$ cat src/rtl/pwm_controller.sv
// 16-channel PWM / static-high output driver fed by the SPI configuration bytes.
// Live configuration is captured into shadow registers only at PWM period boundaries.
module pwm_controller #(
   parameter int PRESCALE = 12
) (
   input  logic        clk,
   input  logic        rst,
   input  logic [7:0]  en_reg_out_7_0,
   input  logic [7:0]  en_reg_out_15_8,
   input  logic [7:0]  en_reg_pwm_7_0,
   input  logic [7:0]  en_reg_pwm_15_8,
   input  logic [7:0]  pwm_duty_cycle,
   input  logic        cfg_valid,
   output logic [15:0] pwm_out,
   output logic        period_start,
   output logic        update_pending
);

   localparam int PW = (PRESCALE > 1) ? $clog2(PRESCALE) : 1;
   localparam logic [PW-1:0] PRESC_LAST = PW'(PRESCALE - 1);

   typedef enum logic {
      IDLE,
      RUN
   } state_t;

   state_t        state_reg, state_next;
   logic [PW-1:0] presc_reg, presc_next;
   logic [7:0]    count_reg, count_next;
   logic [15:0]   en_sh_reg, en_sh_next;
   logic [15:0]   sel_sh_reg, sel_sh_next;
   logic [7:0]    duty_sh_reg, duty_sh_next;
   logic          pending_reg, pending_next;
   logic          start_reg, start_next;
   logic [15:0]   pwm_reg, pwm_next;

   logic [15:0]   live_en, live_sel, loaded_en;
   logic          tick, boundary, level, load_now;

   assign live_en  = {en_reg_out_15_8, en_reg_out_7_0};
   assign live_sel = {en_reg_pwm_15_8, en_reg_pwm_7_0};

   assign tick     = (state_reg == RUN) && (presc_reg == PRESC_LAST);
   assign boundary = tick && (count_reg == 8'hFF);
   // Full-scale duty must stay high through counter value 255 as well.
   assign level    = (duty_sh_reg == 8'hFF) || (count_reg < duty_sh_reg);

   // A cfg_valid on the boundary cycle itself is folded straight into the load.
   assign load_now  = boundary && (pending_reg || cfg_valid);
   assign loaded_en = load_now ? live_en : en_sh_reg;

   generate
      for (genvar gi = 0; gi < 16; gi++) begin : g_out
         assign pwm_next[gi] = en_sh_reg[gi] & (sel_sh_reg[gi] ? level : 1'b1);
      end
   endgenerate

   always_comb begin
      state_next   = state_reg;
      presc_next   = presc_reg;
      count_next   = count_reg;
      en_sh_next   = en_sh_reg;
      sel_sh_next  = sel_sh_reg;
      duty_sh_next = duty_sh_reg;
      pending_next = pending_reg;
      start_next   = 1'b0;

      case (state_reg)
         IDLE: begin
            presc_next = '0;
            count_next = '0;
            if (cfg_valid) begin
               en_sh_next   = live_en;
               sel_sh_next  = live_sel;
               duty_sh_next = pwm_duty_cycle;
               if (live_en != 16'h0000) begin
                  state_next = RUN;
                  start_next = 1'b1;
               end
            end
         end

         RUN: begin
            presc_next = tick ? '0 : presc_reg + PW'(1);
            count_next = tick ? count_reg + 8'd1 : count_reg;
            if (boundary) begin
               pending_next = 1'b0;
               if (load_now) begin
                  en_sh_next   = live_en;
                  sel_sh_next  = live_sel;
                  duty_sh_next = pwm_duty_cycle;
               end
               if (loaded_en == 16'h0000) begin
                  state_next = IDLE;
                  presc_next = '0;
                  count_next = '0;
               end else begin
                  start_next = 1'b1;
               end
            end else if (cfg_valid) begin
               pending_next = 1'b1;
            end
         end

         default: begin
            state_next = IDLE;
         end
      endcase
   end

   always_ff @(posedge clk) begin
      if (rst) begin
         state_reg   <= IDLE;
         presc_reg   <= '0;
         count_reg   <= '0;
         en_sh_reg   <= '0;
         sel_sh_reg  <= '0;
         duty_sh_reg <= '0;
         pending_reg <= 1'b0;
         start_reg   <= 1'b0;
         pwm_reg     <= '0;
      end else begin
         state_reg   <= state_next;
         presc_reg   <= presc_next;
         count_reg   <= count_next;
         en_sh_reg   <= en_sh_next;
         sel_sh_reg  <= sel_sh_next;
         duty_sh_reg <= duty_sh_next;
         pending_reg <= pending_next;
         start_reg   <= start_next;
         pwm_reg     <= pwm_next;
      end
   end

   assign pwm_out        = pwm_reg;
   assign period_start   = start_reg;
   assign update_pending = pending_reg;

endmodule

$ cat config.mk
export PLATFORM = sky130hd
export DESIGN_NAME = pwm_controller
export DESIGN_NICKNAME = d
export VERILOG_FILES = /design/src/rtl/pwm_controller.sv
export SDC_FILE = /design/constraint.sdc
export NUM_CORES = 1
export LEC_CHECK = 0
export BUFFER_PORTS_ARGS = -buffer_cell sky130_fd_sc_hd__buf_2
export CAP_MARGIN = 30
export CORE_MARGIN = 8
export CORE_UTILIZATION = 51
export DETAILED_ROUTE_END_ITERATION = 10
export GPL_TIMING_DRIVEN = 0
export HOLD_SLACK_MARGIN = 0.05
export PLACE_DENSITY = 0.82
export SYNTH_ARGS = -nofsm -noshare
export SYNTH_HDL_FRONTEND = slang
export SYNTH_SLANG_ARGS = --single-unit
$ cat constraint.sdc
create_clock -name clk -period 3 [get_ports clk]
set_input_delay 0.15 -clock clk [delete_from_list [all_inputs] [get_ports clk]]
set_output_delay 0.15 -clock clk [all_outputs]
set_load 0.02 [all_outputs]
Word-level counts from Yosys, hierarchy flattened
Index checks and enable logic that the tools add are counted.

storage, ports and cells
  input port bits = 43
  output and inout port bits = 18
  flip-flop bits (word level) = 71
  word-level logic and storage cells = 91

operators by class
  reductions and logical operators = 11
  magnitude comparators = 1
  add/subtract/negate cells = 2
  muxes and demuxes = 45
  equality and inequality tests = 6
  bitwise logic cells = 17

operators by type and width
  kind                                                                     number
  16-bit two-way mux                                                       6
  16-bit one-hot mux with 2 select lines                                   2
  8-bit two-way mux                                                        6
  8-bit one-hot mux with 2 select lines                                    2
  1-bit two-way mux                                                        23
  1-bit AND                                                                16
  8-bit == test, second input constant                                     2
  16-bit zero test                                                         1
  16-bit nonzero test                                                      1
  4-bit two-way mux                                                        3
  8-bit by 1-bit adder with 8-bit output, second input constant            1
  8-bit less-than comparator                                               1
  4-bit one-hot mux with 2 select lines                                    1
  4-bit by 1-bit adder with 4-bit output, second input constant            1
  4-bit == test, second input constant                                     1
  2-bit by 1-bit inequality test with 1-bit output, second input constant  2
  1-bit one-hot mux with 2 select lines                                    2
  2-bit AND reduction                                                      2
  1-bit logical AND                                                        3
  3-bit AND reduction                                                      1
  1-bit logical OR                                                         2
  2-bit inequality test, second input constant                             1
  2-bit nonzero test                                                       1
  1-bit inverter                                                           1

Logic depth before layout (Yosys ltp)
  depth in word-level cells = 9
  gate-level depth with buffers = 7
  depth with buffers taken out = 6

Least setup slack after synthesis
No wires, ideal clock.

  path type = register -> register
  start = register duty_sh_reg[4]
  end = register pwm_reg[10], in the netlist pwm_out[10]
  library setup time = 0.091 ns
  period minus slack after synthesis = 1.889 ns
  buffers on the path = 1
  cell stages (with the launch flop) = 8
  arrival = 1.798 ns
  required time = 2.909 ns
  path slack = 1.111 ns
  cells stage by stage = dfxtp_1 > inv_1 > ha_1 > a21o_1 > a2111oi_0 > o21ai_1 > buf_2 > a311oi_1

on the way
  longest elaborated chain between the ends = 4
  elaborated cells between the ends (all ways) = 5
  those cells by class = 1 x order compare; 1 x eq/ne; 1 x mux; 1 x bitwise; 1 x reduce/logical

ends and longest elaborated chain
  what                                                                line  RTL
  start, declared                                                     32    logic [7:0] duty_sh_reg, duty_sh_next;
  start signal, assigned                                              128   duty_sh_reg <= duty_sh_next;
  8-bit less-than comparator / 8-bit == test (equally long branches)  46    assign level = (duty_sh_reg == 8'hFF) || (count_reg < duty_sh_reg);
  1-bit logical OR *                                                  46
  1-bit two-way mux *                                                 54    assign pwm_next[gi] = en_sh_reg[gi] & (sel_sh_reg[gi] ? level : 1'b1);
  1-bit AND *                                                         54
  end signal, assigned                                                131   pwm_reg <= pwm_next;
  end, declared                                                       35    logic [15:0] pwm_reg, pwm_next;

Mark *: on every way between the ends. The rest lies on a longest branch, timed or not.
A chain may end at the register's enable or synchronous reset.

Worst setup path after layout
  start = register duty_sh_reg[4]
  end = register pwm_reg[7], in the netlist pwm_out[7]

The elaborated chain is that of the path after synthesis.

==> flow_summary.json <==
{
  "outcome": "complete, no violations",
  "critPathBufInv": 2,
  "antenna_found_initial": 0,
  "tns_ps": 0,
  "grt_usage": 0.194,
  "stdcell_count": 496,
  "viasPerCell": 5.73,
  "layout_common_cells": "71 x dfxtp_1, 66 x buf_2, 44 x a21oi_1, 43 x nand3_1, 42 x o21ai_0",
  "min_to": "duty_sh_reg[5]",
  "rows": 28,
  "ant_nets": 0,
  "area_growth_pct": 20.5,
  "arrival_ps": 2540,
  "endpoint_kind": "register",
  "setup_viol": 0,
  "reg2reg_slack_ps": 700,
  "critPathLaunchType": "register",
  "post-place-ws_ps": 707,
  "post_cts_resize_count": 0,
  "cellLeakagePower_nw": 1.35,
  "fin_nets": 468,
  "dp.cells": 480,
  "port_buffers": 59,
  "layout_min_cycle_time_ps": 2300,
  "min_period_over_period": 0.765,
  "wirelength_mm": 7.98,
  "globalplace.congestion": 0.850,
  "cts_htree_levels": 3,
  "cts_setup_buffers": 0,
  "vias": 2843,
  "r2r_end": "pwm_out[7]",
  "path_class": "register to register",
  "syn_area_per_cell_um2": 8.62,
  "multi_input_comb_area_mm2": 0.00135,
  "die_w_um": 92.5,
  "grt_pass1_vias": 2829,
  "first_pass_iters": 4,
  "path_cells": "inv_1 > ha_1 > a21o_1 > a2111oi_0 > o21ai_1 > buf_2 > a311oi_1",
  "dp.final_hpwl_mm": 5.98,
  "numCtsBuffers": 9,
  "cp_data_required_time_ps": 3250,
  "dieArea_mm2": 0.00855,
  "ys.flop_type": "dfxtp_1",
  "path_max_fanout": 10,
  "syn_nets": 398,
  "syn_area_mm2": 0.00298,
  "fillers": 512,
  "drc": 0,
  "rr_worst_depth": 7,
  "rsz0062_at_grt": "false",
  "yosysSeqAreaShare": 0.477,
  "hp-class": "primary input to register",
  "cts_root_buffer": "clkbuf_8",
  "grt_start_max_net_pins": 13,
  "grt_pass1_wl_mm": 13.4,
  "die_h_um": 92.5,
  "final_common_cell": "dfxtp_1",
  "synth-warning-count": 0,
  "vdd_drop_max_mv": 0.331,
  "finalPower_mw": 2.09,
  "fmax_mhz": 436,
  "slew-limit-headroom": 0.549,
  "holdWs_ps": 61.7,
  "hold_viol": 0,
  "async_reset_ff_frac": 0,
  "reg2reg_from": "duty_sh_reg[4]",
  "num_antenna_cells": 0,
  "cp_slowest_cell": "a2111oi_0",
  "grt.overflow.total": 0,
  "cts_tree": "done",
  "hold_path_depth": 3,
  "drtIter0Drc": 217,
  "initial_core_util": 0.516,
  "drv_cap": 0,
  "power_density_mw_per_mm2": 581,
  "path_delay_family": "compound AO/OA/AOI/OAI gates",
  "core_mm2": 0.00578,
  "wire_per_inst_um": 16.1,
  "layout_setup_ws_ps": 705,
  "synthCells": 346,
  "worst_pin_slew_ps": 673,
  "cts_hold_buf": 0,
  "clkLatencyLatePin_ps": 350,
  "ys_types": 37,
  "clk_pin_slew_worst_paths_ps": 70,
  "cts.sinks": 71,
  "regArea_mm2": 0.00142,
  "clk_path_buf_depth": 2,
  "min_from": "pwm_duty_cycle[5]",
  "ios": 61,
  "finClkSkew_ps": 5.99,
  "ys_ff_latch": 71,
  "layout-drive-gt1-share": 0.209,
  "slowest_delay_ps": 380,
  "slew_viol_final": 0,
  "synth_edf_count": 0
}
logic make-up after synthesis:
logic type	Yosys count	share of synthesized area
compound gates	112	0.218
fa+ha+maj	9	0.0378
simple gates	93	0.171
flops	71	0.477
buf+inv	52	0.0697
mux	1	0.00336
xor+xnor	8	0.0235
worst reg2reg max path, delay by kind of cell, from the launching register on:
family	cells	cell delay (ps)
flops	1	360
buf+inv	2	350
fa+ha+maj	1	290
compound gates	4	1210
synth_stat cells, types with 5 or more instances:
cell type,n,share of area
a21oi_1,44,0.074
clkbuf_1,14,0.018
o21ai_0,42,0.070
inv_1,24,0.030
buf_2,7,0.012
nand4_1,5,0.010
dfxtp_1,71,0.48
ha_1,9,0.038
a311oi_1,16,0.047
nand2_1,5,0.0063
nor3_1,10,0.017
nor2_1,8,0.010
nor4_1,9,0.019
xnor2_1,6,0.018
nand3_1,43,0.072
metal layers:
| layer | track usage | part of all wire | vias up |
|---|---|---|---|
| met5 | 0 | 0 | - |
| met4 | 0.0993 | 0.025 | 0 |
| li1 | - | - | 1398 |
| met3 | 0.0510 | 0.065 | 17 |
| met1 | 0.229 | 0.43 | 1344 |
| met2 | 0.318 | 0.48 | 84 |
layout make-up:
| cell class | instances | share of cell area |
|---|---|---|
| tap | 75 | 0.0261 |
| timing repair buffer | 59 | 0.0822 |
| multi-input combinational | 223 | 0.376 |
| clock inverter | 5 | 0.0226 |
| sequential | 71 | 0.396 |
| clock buffer | 11 | 0.0393 |
| inverter | 24 | 0.0251 |
| buffer | 28 | 0.0327 |
through the flow:
step,utilization,cell area [µm²]
after global routing,0.622,3590
after floorplan,-,2980
after global placement,0.583,3370
final,0.622,3590
after CTS,0.622,3590
after detailed placement,0.583,3370
worst max-delay path by stage:
stage,startpoint,endpoint,slack [ps],depth (start not counted)
2_1_floorplan,duty_sh_reg[4],pwm_out[10],1110,7
3_3_place_gp,duty_sh_reg[4],pwm_out[11],750,7
3_5_place_dp,duty_sh_reg[4],pwm_out[9],710,7
4_1_cts,duty_sh_reg[4],pwm_out[7],710,7
5_1_grt,duty_sh_reg[4],pwm_out[7],500,7
6_report,duty_sh_reg[4],pwm_out[7],700,7
where the power goes:
group / total [mW] / internal [mW] / switching, mW
Combinational: 0.219 / 0.0804 / 0.139
Sequential: 1.02 / 0.987 / 0.0301
Clock: 0.850 / 0.491 / 0.359
(Power assumes the default switching activity.)
